$ cat src/rtl/voice_allocator.sv
// Purpose: three-slot polyphonic voice allocator with per-slot beat countdown and voice stealing.
// Latency: new_note, expiry, note_done and overflow all appear one clk after the causing edge.
// Backpressure: none; every new_note with nonzero duration is taken, stealing a voice when all are busy.
module voice_allocator #(
  parameter int NUM_VOICES = 3
) (
  input  logic                    clk,
  input  logic                    reset,
  input  logic                    play,
  input  logic                    beat,
  input  logic                    new_note,
  input  logic [5:0]              note,
  input  logic [5:0]              duration,
  input  logic [2:0]              metadata,
  output logic [NUM_VOICES-1:0]   voice_active,
  output logic [6*NUM_VOICES-1:0] voice_notes,
  output logic [3*NUM_VOICES-1:0] voice_meta,
  output logic                    note_done,
  output logic                    overflow
);

  localparam int IW = (NUM_VOICES > 1) ? $clog2(NUM_VOICES) : 1;

  // Per-slot registered state; packed so slot i lands at the documented bit range.
  logic [NUM_VOICES-1:0]      active_q, active_d;
  logic [NUM_VOICES-1:0][5:0] note_q,   note_d;
  logic [NUM_VOICES-1:0][2:0] meta_q,   meta_d;
  logic [NUM_VOICES-1:0][5:0] rem_q,    rem_d;
  logic                       note_done_q, note_done_d;
  logic                       overflow_q,  overflow_d;

  // Slot selection results.
  logic          idle_found;
  logic [IW-1:0] idle_idx;
  logic [IW-1:0] steal_idx;
  logic [5:0]    steal_rem;
  logic [IW-1:0] tgt_idx;
  logic          tick;
  logic          load;

  assign tick    = beat & play;
  assign load    = new_note & (duration != 6'd0);
  assign tgt_idx = idle_found ? idle_idx : steal_idx;

  // Pick the lowest idle slot, and the busy slot closest to expiry as steal victim.
  always_comb begin
    idle_found = 1'b0;
    idle_idx   = '0;
    // Scan downwards so the last hit is the lowest index.
    for (int i = NUM_VOICES - 1; i >= 0; i--) begin
      if (!active_q[i]) begin
        idle_found = 1'b1;
        idle_idx   = IW'(i);
      end
    end
    steal_idx = '0;
    steal_rem = rem_q[0];
    // Strict compare keeps the lowest index on a tie.
    for (int i = 1; i < NUM_VOICES; i++) begin
      if (rem_q[i] < steal_rem) begin
        steal_idx = IW'(i);
        steal_rem = rem_q[i];
      end
    end
  end

  // Countdown every sounding slot, then let a load override its target slot.
  always_comb begin
    active_d = active_q;
    note_d   = note_q;
    meta_d   = meta_q;
    rem_d    = rem_q;
    for (int i = 0; i < NUM_VOICES; i++) begin
      if (tick && active_q[i]) begin
        if (rem_q[i] != 6'd0) begin
          rem_d[i] = rem_q[i] - 6'd1;
        end
        if (rem_q[i] <= 6'd1) begin
          active_d[i] = 1'b0;
        end
      end
      // The load wins over the countdown, so a fresh note is not decremented this cycle.
      if (load && (tgt_idx == IW'(i))) begin
        active_d[i] = 1'b1;
        note_d[i]   = note;
        meta_d[i]   = metadata;
        rem_d[i]    = duration;
      end
    end
  end

  // Event pulses: a steal of a voice that was not about to expire, and the set going silent.
  always_comb begin
    overflow_d  = load && !idle_found && !((steal_rem == 6'd1) && tick);
    note_done_d = (|active_q) && !(|active_d);
  end

  // State register with synchronous active-low reset; reset produces no pulses.
  always_ff @(posedge clk) begin
    if (!reset) begin
      active_q    <= '0;
      note_q      <= '0;
      meta_q      <= '0;
      rem_q       <= '0;
      note_done_q <= 1'b0;
      overflow_q  <= 1'b0;
    end else begin
      active_q    <= active_d;
      note_q      <= note_d;
      meta_q      <= meta_d;
      rem_q       <= rem_d;
      note_done_q <= note_done_d;
      overflow_q  <= overflow_d;
    end
  end

  assign voice_active = active_q;
  assign voice_notes  = note_q;
  assign voice_meta   = meta_q;
  assign note_done    = note_done_q;
  assign overflow     = overflow_q;

endmodule

$ cat config.mk
export PLATFORM = sky130hd
export DESIGN_NAME = voice_allocator
export DESIGN_NICKNAME = d
export VERILOG_FILES = /design/src/rtl/voice_allocator.sv
export SDC_FILE = /design/constraint.sdc
export NUM_CORES = 1
export LEC_CHECK = 0
export BUFFER_PORTS_ARGS = -buffer_cell sky130_fd_sc_hd__buf_4
export CAP_MARGIN = 20
export CORE_ASPECT_RATIO = 2
export CORE_UTILIZATION = 40
export DETAILED_ROUTE_END_ITERATION = 7
export PLACE_DENSITY_LB_ADDON = 0.2
export SLEW_MARGIN = 20
export SYNTH_ARGS = -nofsm -noshare
export SYNTH_HDL_FRONTEND = slang
export SYNTH_SLANG_ARGS = --single-unit
$ cat constraint.sdc
create_clock -name clk -period 4.7 [get_ports clk]
set_clock_uncertainty 0.2 [all_clocks]
set_input_delay 0.235 -clock clk [delete_from_list [all_inputs] [get_ports clk]]
set_output_delay 0.235 -clock clk [all_outputs]
set_load 0.03 [all_outputs]
Yosys cells after proc, flatten, opt, wreduce, memory -nomap -nowiden
Cells that the tools add are included.

Reduce and logical (&&, ||, !) cells: 29. Add/sub/neg operators: 3. Bitwise logic cells: 2. Muxes and demuxes: 29. Eq/ne operators: 3. Order comparisons: 5.

Operators by type and width (count): $mux 6 (11); $reduce_bool 6->1 (4); $le 6x1->1 const B (3); $sub 6x1->6 const B (3); $mux 1 (13); $lt 6x6->1 (2); $reduce_bool 2->1 (6); $logic_and 1x1->1 (10); $mux 2 (5); $eq 6x1->1 const B (1); $reduce_and 2->1 (3); $reduce_or 3->1 (2); $logic_not 1->1 (3); $and 1x1->1 (2); $eq 2x1->1 const B (1); $eq 2x2->1 const B (1); $logic_not 2->1 (1).

Input bits: 20. Flip-flop bits (word level): 50.

Logic depth before layout (Yosys ltp)
Gate-level depths: netlist of run 1.

Depth in word-level cells: 11. Mapped depth: 15.

Worst setup path before layout of run 1
OpenSTA, ideal clock, no wires.

Kind: register -> register. From: register rem_q[3] in the netlist's numbering. To: register meta_q, in the netlist voice_meta[8]. Cell stages (with the launch flop): 16. Library setup time: 132 ps. Data required time: 4368 ps. Clock period less this slack: 3490 ps. Arrival: 3158 ps. Slack: 1210 ps. Path through: dfxtp_1 > inv_1 > ha_1 > a21oi_1 > o221a_2 > buf_2 > nor2_1 > a21oi_1 > ha_1 > a211o_1 > a311oi_2 > nand2_1 > o221a_2 > buf_2 > o21ai_0 > a21oi_1.

Cells in the longest elaborated chain, start to end: 7. Elaborated cells on any way between the ends: 8. Those cells by class: order compare (2); eq/ne (1); mux (4); reduce/logical (1).

RTL lines: from (decl) (line 28) `logic [NUM_VOICES-1:0][5:0] rem_q, rem_d;`; from (signal assigned) (line 111) `rem_q <= rem_d;`; $lt 6x6->1 (line 60) `if (rem_q[i] < steal_rem) begin`; $mux 6 (line 60); $lt 6x6->1 (line 60); $mux 2 (*) (line 60); $mux 2 (*) (line 43) `assign tgt_idx = idle_found ? idle_idx : steal_idx;`; $eq 2x2->1 (*) (line 83) `if (load && (tgt_idx == IW'(i))) begin`; $logic_and 1x1->1 (*) (line 83); to (signal assigned) (line 110) `meta_q <= meta_d;`; to (decl) (line 27) `logic [NUM_VOICES-1:0][2:0] meta_q, meta_d;`.

Mark *: on every way between the ends. The rest lies on a longest branch, timed or not. A chain may end at the register's enable or synchronous reset.

Worst setup path after layout of run 1
From: register rem_q[5] in the netlist's numbering. To: register overflow_q (netlist: overflow).

Cells in the longest elaborated chain, start to end: 8.

RTL lines: $lt 6x6->1 (line 60); $mux 6 (*) (line 60); $lt 6x6->1 (line 60); $mux 6 (*) (line 60); $eq 6x1->1 (*) (line 94) `overflow_d = load && !idle_found && !((steal_rem == 6'd1) && tick);`; $logic_and 1x1->1 (*) (line 94); $logic_not 1->1 (*) (line 94); $logic_and 1x1->1 (*) (line 94); to (signal assigned) (line 113) `overflow_q <= overflow_d;`; to (decl) (line 30) `logic overflow_q, overflow_d;`.

Marked as above.

==> results of run 1 <==
-- kinds of logic after synthesis --
family	share of synthesized area (%)
compound gates	19.2
xor+xnor	4.85
fa+ha+maj	7.38
buf+inv	4.66
flops	36.9
mux	6.32
simple gates	20.7
-- what timing repair did --
action / CTS / global route
buffers inserted: 0 / 0
gates resized for setup: 0 / 0
hold endpoints to repair: 1 / 0
hold buffers: 2 / 0
endpoints found under the setup margin: 0 / 0
-- layer usage --
| metal | vias up | global-route usage (%) |
|---|---|---|
| met5 | - | 0 |
| met4 | 0 | 14.8 |
| met3 | 24 | 3.50 |
| met2 | 66 | 40.6 |
| met1 | 1209 | 24.5 |
| li1 | 1263 | - |
-- power by group through the flow --
stage | Combinational [W] | Sequential [W] | Clock [W]
after floorplan | 0.000135 | 0.000490 | 0
after global placement | 0.000227 | 0.000473 | 0
after detailed placement | 0.000228 | 0.000473 | 0
after CTS | 0.000230 | 0.000463 | 0.000374
after global routing | 0.000249 | 0.000467 | 0.000386
final | 0.000230 | 0.000464 | 0.000361
-- area by class of cell --
class	instances	area, sq um
fillers	659	3270
multi-input cells	245	1580
flip-flops and latches	50	1000
repair buffers	55	418
clock buffers	5	125
well taps	88	110
inverters	12	45.0
clock inverters	3	18.8
-- final timing paths --
| path | from | endpoint | slack [ns] | cells past startpoint |
|---|---|---|---|---|
| setup reg to reg | rem_q[5] | overflow | 0.45 | 14 |
| setup / recovery | rem_q[5] | overflow | 0.45 | 14 |
| hold reg to reg | voice_notes[1] | voice_notes[1] | 0.26 | 2 |
| hold / removal | metadata[1] | voice_meta[7] | 0.01 | 3 |
-- flip-flops by register name, indices dropped and copies added, names as in the netlist --
signal and cells:
voice_meta 9, overflow 1, voice_notes 18, note_done 1, rem_q 18, voice_active 3
-- metrics by stage --
stage	power, W	instances	utilization (%)
final	0.00105	458	50.3
after CTS	0.00107	458	50.3
after global placement	0.000700	448	47.8
after floorplan	0.000625	323	-
after detailed placement	0.000701	448	47.8
after global routing	0.00110	458	50.3
-- worst max-delay path: stages, from the launching register on --
cell and delay (ns):
sky130_fd_sc_hd__dfxtp_1 0.37, sky130_fd_sc_hd__inv_1 0.08, sky130_fd_sc_hd__ha_1 0.33, sky130_fd_sc_hd__a21oi_1 0.26, sky130_fd_sc_hd__o221a_2 0.38, sky130_fd_sc_hd__nor2_1 0.06
sky130_fd_sc_hd__a21oi_1 0.18, sky130_fd_sc_hd__ha_1 0.32, sky130_fd_sc_hd__a211o_1 0.32, sky130_fd_sc_hd__a311oi_2 0.31, sky130_fd_sc_hd__nand2_1 0.21, sky130_fd_sc_hd__o221ai_1 0.25
sky130_fd_sc_hd__mux2i_1 0.22, sky130_fd_sc_hd__a31oi_1 0.09, sky130_fd_sc_hd__dlygate4sd3_1 0.55
-- cell usage in the layout (no fill, tap or decap), drive strengths merged, types with 2 or more instances in the layout --
| master | count |
|---|---|
| nand4 | 3 |
| o221ai | 4 |
| o21ai | 27 |
| a31oi | 2 |
| dlygate4sd3 | 2 |
| o2111ai | 4 |
| nor4 | 3 |
| mux2i | 16 |
| nor2 | 9 |
| nor3 | 12 |
| inv | 12 |
| ha | 16 |
| xnor2 | 15 |
| dfxtp | 50 |
| nand2 | 45 |
| a21oi | 28 |
| clkbuf | 5 |
| clkinv | 3 |
| buf | 53 |
| o221a | 2 |
| nand3 | 37 |
==> impl.org, run 1 <==
** Status
- Result of the run :: completed

** Job
- The tool flagged a number of max-cap violations equal to 0.

** Pwr
- Internal power contribution :: 0.000730 W
- Of the total power, the clock network draws 34.2%.
- Sw Ratio :: 30.8%
- In this run, flip-flops and latches consume 44.0% of the power.
- IR analysis of the VDD net gives a maximum drop of 271 uV.
- Power spread over the standard cell area amounts to 319 mW/mm^2.
- Portion of total power attributed to combinational logic :: 21.8%
- Static leakage :: 1.34 nW
- Summed over all nets, the switching power comes to 0.000325 W.

** Routing
- Detailed routing inserted a total of 2562 vias.
- Average vias per placed instance :: 5.59
- Routed WL per cell :: 17.0 microns
- Amount of wire on met3 after detailed routing :: 233 microns
- Max layer used :: met4
- Antenna-violating nets left :: 0
- For this block, the initial DRC count from the detailed router was 89.
- Count of unresolved DRC violations after routing :: 0
- Wire segments on met2 add up to 4.30 mm in the final route.
- First-pass iteration count of the detailed router :: 4
- In the final routing, the length of wire on met1 measures 2.89 mm.
- After detailed routing, the total wire length is 7.77 mm.

** Placement
- Placement-stage cell area :: 0.00314 sq mm
- Prior to clock tree synthesis, the placed netlist has a worst setup slack of 0.601 ns.
- At the end of routability-driven placement, the weighted congestion stood at 0.910.
- In this run the tool buffered the top-level ports with 51 buffer cells.
- Total half-perimeter wirelength after legalization and detailed placement :: 5.80 mm

** Setup path
- For the worst setup path, the data arrival time is 4.24 ns.
- The worst setup path is captured at a flip-flop.
- Highest net fanout along the worst path :: 12
- Critical Path Source Type :: flip-flop
- The worst setup path is of the flip-flop to flip-flop kind.
- Data required time of the critical path :: 4.68 ns

** Global route
- The first global-routing pass estimated 12.2 mm of wire.
- Vias in the first global route :: 2542
- Antenna violations before repair :: 0
- Maximum number of pins on one net before global-route repair :: 49
- Remaining global-route overflow :: 0
- Total Routing Usage GR :: 23.4%

** Layout
- Final standard cell area without fillers :: 0.00330 sq mm
- In the final layout, the share of cells above drive strength 1 is 19.5%.
- Final net count :: 405
- From synthesis to final layout, the design area changed by 21.8%.
- Count of antenna diodes in the layout :: 0

** Die
- Num ports :: 52
- Row count :: 42
- For this configuration, the core starts out at a cell density of 41.3%.
- After floorplanning, the core was sized to cover 0.00657 sq mm.
- The floorplan step set the die width to 60.2 microns.
- Die area :: 0.00713 sq mm
- Floorplan die height :: 118 microns

** Timing
- Setup violations remaining at the end of the flow were counted as 0.
- Hold is met by 0.0124 ns.
- The hold violation count in the final report was 0.
- Measured against its own limit, the worst slew margin works out to 52.5%.
- For this run, the top clock speed supported by timing is 0.235 GHz.
- Final Slew Violations :: 0
- Setup repair after global routing left no endpoint under its margin.
- Once routing completed, OpenROAD measured the worst setup slack at 0.447 ns.
- Final critical path time including I/O delays and setup :: 4.25 ns
- After layout, the worst path uses 90.5% of the clock period.
- Worst Max-Slew Pin Slew :: 0.713 ns
- Sum of negative setup slack :: 0 ns

** Synth
- For this run, the leading register cell type out of synthesis is sky130_fd_sc_hd__dfxtp_1.
- The average instance in the mapped netlist occupies 8.39 sq um.
- Share of the synthesized area in the top cell type :: 36.9%
- Post-synthesis async set-or-reset flop share :: 0%
- Yosys instantiated no cell more often than sky130_fd_sc_hd__dfxtp_1.
- In this run, synthesis produced a sequential element count of 50.
- Sequential area share after synthesis :: 36.9%
- Sorting the synthesized cells by how often they occur yields sky130_fd_sc_hd__dfxtp_1, sky130_fd_sc_hd__nand2_1, sky130_fd_sc_hd__nand3_1, sky130_fd_sc_hd__a21oi_1.
- During synthesis, Yosys emitted a total of 0 warnings.
- Counting every instance in the synthesized netlist gives 323.
- When the netlist entered floorplanning its net count stood at 359.
- Post-synthesis instance area :: 0.00271 sq mm
- Counting distinct cell types in the post-synthesis netlist gives 47.
- sky130_fd_sc_hd__dfxtp_1 takes more of the synthesized area than any other cell.
- Leading post-synthesis cells by cell area :: sky130_fd_sc_hd__dfxtp_1, sky130_fd_sc_hd__ha_1, sky130_fd_sc_hd__nand3_1, sky130_fd_sc_hd__nand2_1, sky130_fd_sc_hd__mux2i_1
- Number of enable flip-flop cells after synthesis :: 0

** Clock network
- CTS sink count :: 50
- Clock latency at the later pin of the worst-skew pair :: 0.29 ns
- H-tree lvl count :: 2
- CTS Root Cell :: sky130_fd_sc_hd__clkbuf_16
- Number of buffers created by CTS :: 5
- Clock-pin slew was measured on the worst setup and hold paths at 0.07 ns.
- TritonCTS built the clock tree.
- The longest clock path from root to sink contains 2 buffers.

** Min path
- Worst min path class :: input port to flip-flop
Note: power is estimated with default switching activity, not from simulation.
==> inputs of run 2 (changes only) <==
--- a/config.mk
+++ b/config.mk
@@ -8,6 +8,7 @@
 export BUFFER_PORTS_ARGS = -buffer_cell sky130_fd_sc_hd__buf_4
 export CAP_MARGIN = 20
 export CORE_ASPECT_RATIO = 2
+export CORE_MARGIN = 1.5
 export CORE_UTILIZATION = 40
 export DETAILED_ROUTE_END_ITERATION = 7
 export PLACE_DENSITY_LB_ADDON = 0.2
==> run 2 against run 1 <==
  * Clock power is 17% higher
  * Combinational power is 2% lower
  * Critical path depth stayed put
  * Fmax increased by 2.1%
  * Sequential cell count did not move
  * Hold slack worse by 0.0068 ns
  * Global-route usage is 0.40 points lower
  * Utilization up 0.19 points
  * Register-to-register slack gained 0.09 ns
==> impl.org, run 2 (same netlist as run 1, synthesis figures left out) <==
** Timing
- Slew Limit Headroom :: 59.4%
- Final Slew Violations :: 0
- Total count of hold-check failures in the final report :: 0
- Setup total negative slack on the finished layout was measured at 0 ns.
- Final critical path time including I/O delays and setup :: 4.17 ns
- The worst path uses 88.6% of the clock period.
- Top achievable clock speed :: 0.240 GHz
- At the pin with the least slew margin, the transition time is 0.602 ns.
- # setup viols final :: 0
- Setup repair after global routing left no endpoint under its margin.

** Layout
- Proportion of layout cells with a drive suffix above 1 :: 19.3%
- Leading cell types in the layout, fill and taps excluded :: sky130_fd_sc_hd__buf_4, sky130_fd_sc_hd__dfxtp_1, sky130_fd_sc_hd__nand2_1
- Leading cell type in the layout, fill and taps excluded :: sky130_fd_sc_hd__buf_4
- Compared with the post-synthesis result, the final layout area differs by 22.2%.
- The sequential cells in the finished layout cover a total of 0.00100 sq mm.
- Footprint of the multi-input gates :: 0.00160 sq mm
- Count of antenna diodes in the layout :: 0
- Layout fillers :: 648
- Final standard cell area without fillers :: 0.00331 sq mm
- The final layout contains 402 nets.

** Clock network
- Number of buffers inserted by hold repair at cts :: 0
- TritonCTS created 5 clock buffers.
- After clock tree synthesis, the clock-pin slew on the worst setup and hold paths is 0.07 ns.
- CTS sink count :: 50
- Post-CTS Repair Setup Buffers :: 0
- Clock latency at the later pin of the worst-skew pair :: 0.29 ns
- Maximum buffer depth of the clock tree :: 2
- H-tree lvl count :: 2
- The tree is rooted in a sky130_fd_sc_hd__clkbuf_16.
- Clock tree from TritonCTS :: done

** Global route
- Entering global routing, the biggest net connects 49 pins.
- Wire length of the first global-routing pass :: 12.3 mm
- Remaining global-route overflow :: 0
- Across every metal layer, demand over resource in global routing totals 23.0%.
- The initial antenna violation count came to 0.
- Vias in the first global route :: 2452

** Die
- In this run the standard cell core region covers 0.00657 sq mm.
- Effective utilization at floorplan :: 41.3%
- The die is 119 microns tall.
- Die area :: 0.00731 sq mm
- The die is 61.2 microns wide.
- After floorplanning, the core was divided into 42 placement rows.
- 52 I/O pins were placed.

** Min path
- The path with the worst hold slack has its endpoint at overflow.
- Worst hold path depth :: 2
- The startpoint identified for the worst hold timing path is play.
- The worst hold path belongs to the class input port to flip-flop.

** Routing
- In the routed design, unresolved DRC markers number 0.
- Average vias per placed instance :: 5.59
- Antenna-violating nets left :: 0
- First-pass iteration count of the detailed router :: 4
- First DRT Iteration DRCs :: 114
- Final wirelength :: 7.70 mm
- Total number of vias :: 2544
- After detailed routing, the average wire length per cell comes to 16.9 microns.

** Setup path
- STA classifies the critical path startpoint as a flip-flop.
- Critical path data arrival time :: 4.18 ns
- For the worst setup path, the data required time is 4.71 ns.
- Critical path start-end classification :: flip-flop to flip-flop
- In this run the worst path has a maximum fanout of 32.
- The worst setup path is captured at a flip-flop.
- Register-to-Register Setup Slack :: 0.53 ns
- The number of cells on the worst reg-to-reg path is 14.
- Startpoint of the most critical register-to-register path :: rem_q[1]
- In this run the critical register-to-register path is captured at rem_q[3].

** Status
- Result of the run :: completed

** Job
- Number of violations of the max-capacitance limit :: 0

** Placement
- Buffers added on ports :: 51
- Total half-perimeter wirelength after legalization and detailed placement :: 5.74 mm
- Global placement routability congestion :: 1.00
- Placement-stage cell area :: 0.00313 sq mm

** Pwr
- PD cells :: 336 mW/mm^2
- Static leakage :: 1.34 nW
- Maximum VDD drop :: 360 uV
[run 2: cell types whose count changed in the layout (fill, tap and decap cells not counted)]
cell and delta:
sky130_fd_sc_hd__bufinv_16 +1, sky130_fd_sc_hd__o221ai_4 +1, sky130_fd_sc_hd__o221ai_2 -1, sky130_fd_sc_hd__clkinv_2 -2, sky130_fd_sc_hd__buf_4 -1, sky130_fd_sc_hd__dlygate4sd3_1 -2
sky130_fd_sc_hd__inv_6 +1
[run 2: stage by stage]
| stage | setup slack, ns | hold slack, ns | std cells | util [%] | total power, W |
|---|---|---|---|---|---|
| after CTS | 0.451 | 0.00184 | 455 | 50.3 | 0.00112 |
| after detailed placement | 0.461 | 0.255 | 447 | 47.7 | 0.000695 |
| final | 0.535 | 0.00562 | 455 | 50.5 | 0.00111 |
| after global routing | 0.177 | 0.0182 | 455 | 50.5 | 0.00116 |
| after global placement | 0.602 | 0.247 | 447 | 47.7 | 0.000692 |
| after floorplan | 1.21 | 0.135 | 323 | - | 0.000625 |
[run 2: worst max-delay path by stage]
stage                         from            end  depth (start not counted)
after floorplan           rem_q[3]  voice_meta[8]                         15
after global placement    rem_q[1]      rem_q[12]                         13
after detailed placement  rem_q[1]      rem_q[12]                         13
after CTS                 rem_q[1]      rem_q[12]                         13
after global routing      rem_q[1]      rem_q[12]                         13
final                     rem_q[1]       rem_q[3]                         14
[run 2: metal layers]
metal	part of all wire (%)	GRT usage (%)	wire length, microns	vias up
li1	-	-	-	1257
met1	36	25.9	2740	1191
met2	55	37.9	4200	72
met3	5.0	4.67	387	24
met4	4.9	13.2	378	0
met5	0	0	0	-
[run 2: timing repair]
item	in CTS	in global routing
resized for setup	0	1
setup endpoints to repair	0	1
hold endpoints to repair	0	0
[run 2: final cells by class]
type	instances	area share, %
inverter	12	1.36
clock inverter	3	1.43
tap	88	3.32
sequential	50	30.2
multi-input combinational	245	48.1
clock buffer	5	3.78
timing repair buffer	52	11.8
[run 2: where the power goes]
part	switching [W]	total [W]	internal, W
registers	0.0000207	0.000464	0.000443
logic	0.000140	0.000225	0.0000851
clock network	0.000168	0.000424	0.000255
total	0.000329	0.00111	0.000783
[run 2: critical path, stage by stage, from the launching register on]
cell	delay [ns]
sky130_fd_sc_hd__dfxtp_1	0.42
sky130_fd_sc_hd__inv_1	0.14
sky130_fd_sc_hd__ha_1	0.31
sky130_fd_sc_hd__a21oi_1	0.24
sky130_fd_sc_hd__o221a_2	0.40
sky130_fd_sc_hd__nor2_1	0.07
sky130_fd_sc_hd__a21oi_1	0.24
sky130_fd_sc_hd__ha_1	0.35
sky130_fd_sc_hd__a211o_1	0.31
sky130_fd_sc_hd__a311oi_2	0.33
sky130_fd_sc_hd__nand2_1	0.24
sky130_fd_sc_hd__a41oi_4	0.26
sky130_fd_sc_hd__buf_4	0.33
sky130_fd_sc_hd__nand3_1	0.12
sky130_fd_sc_hd__o21ai_0	0.11
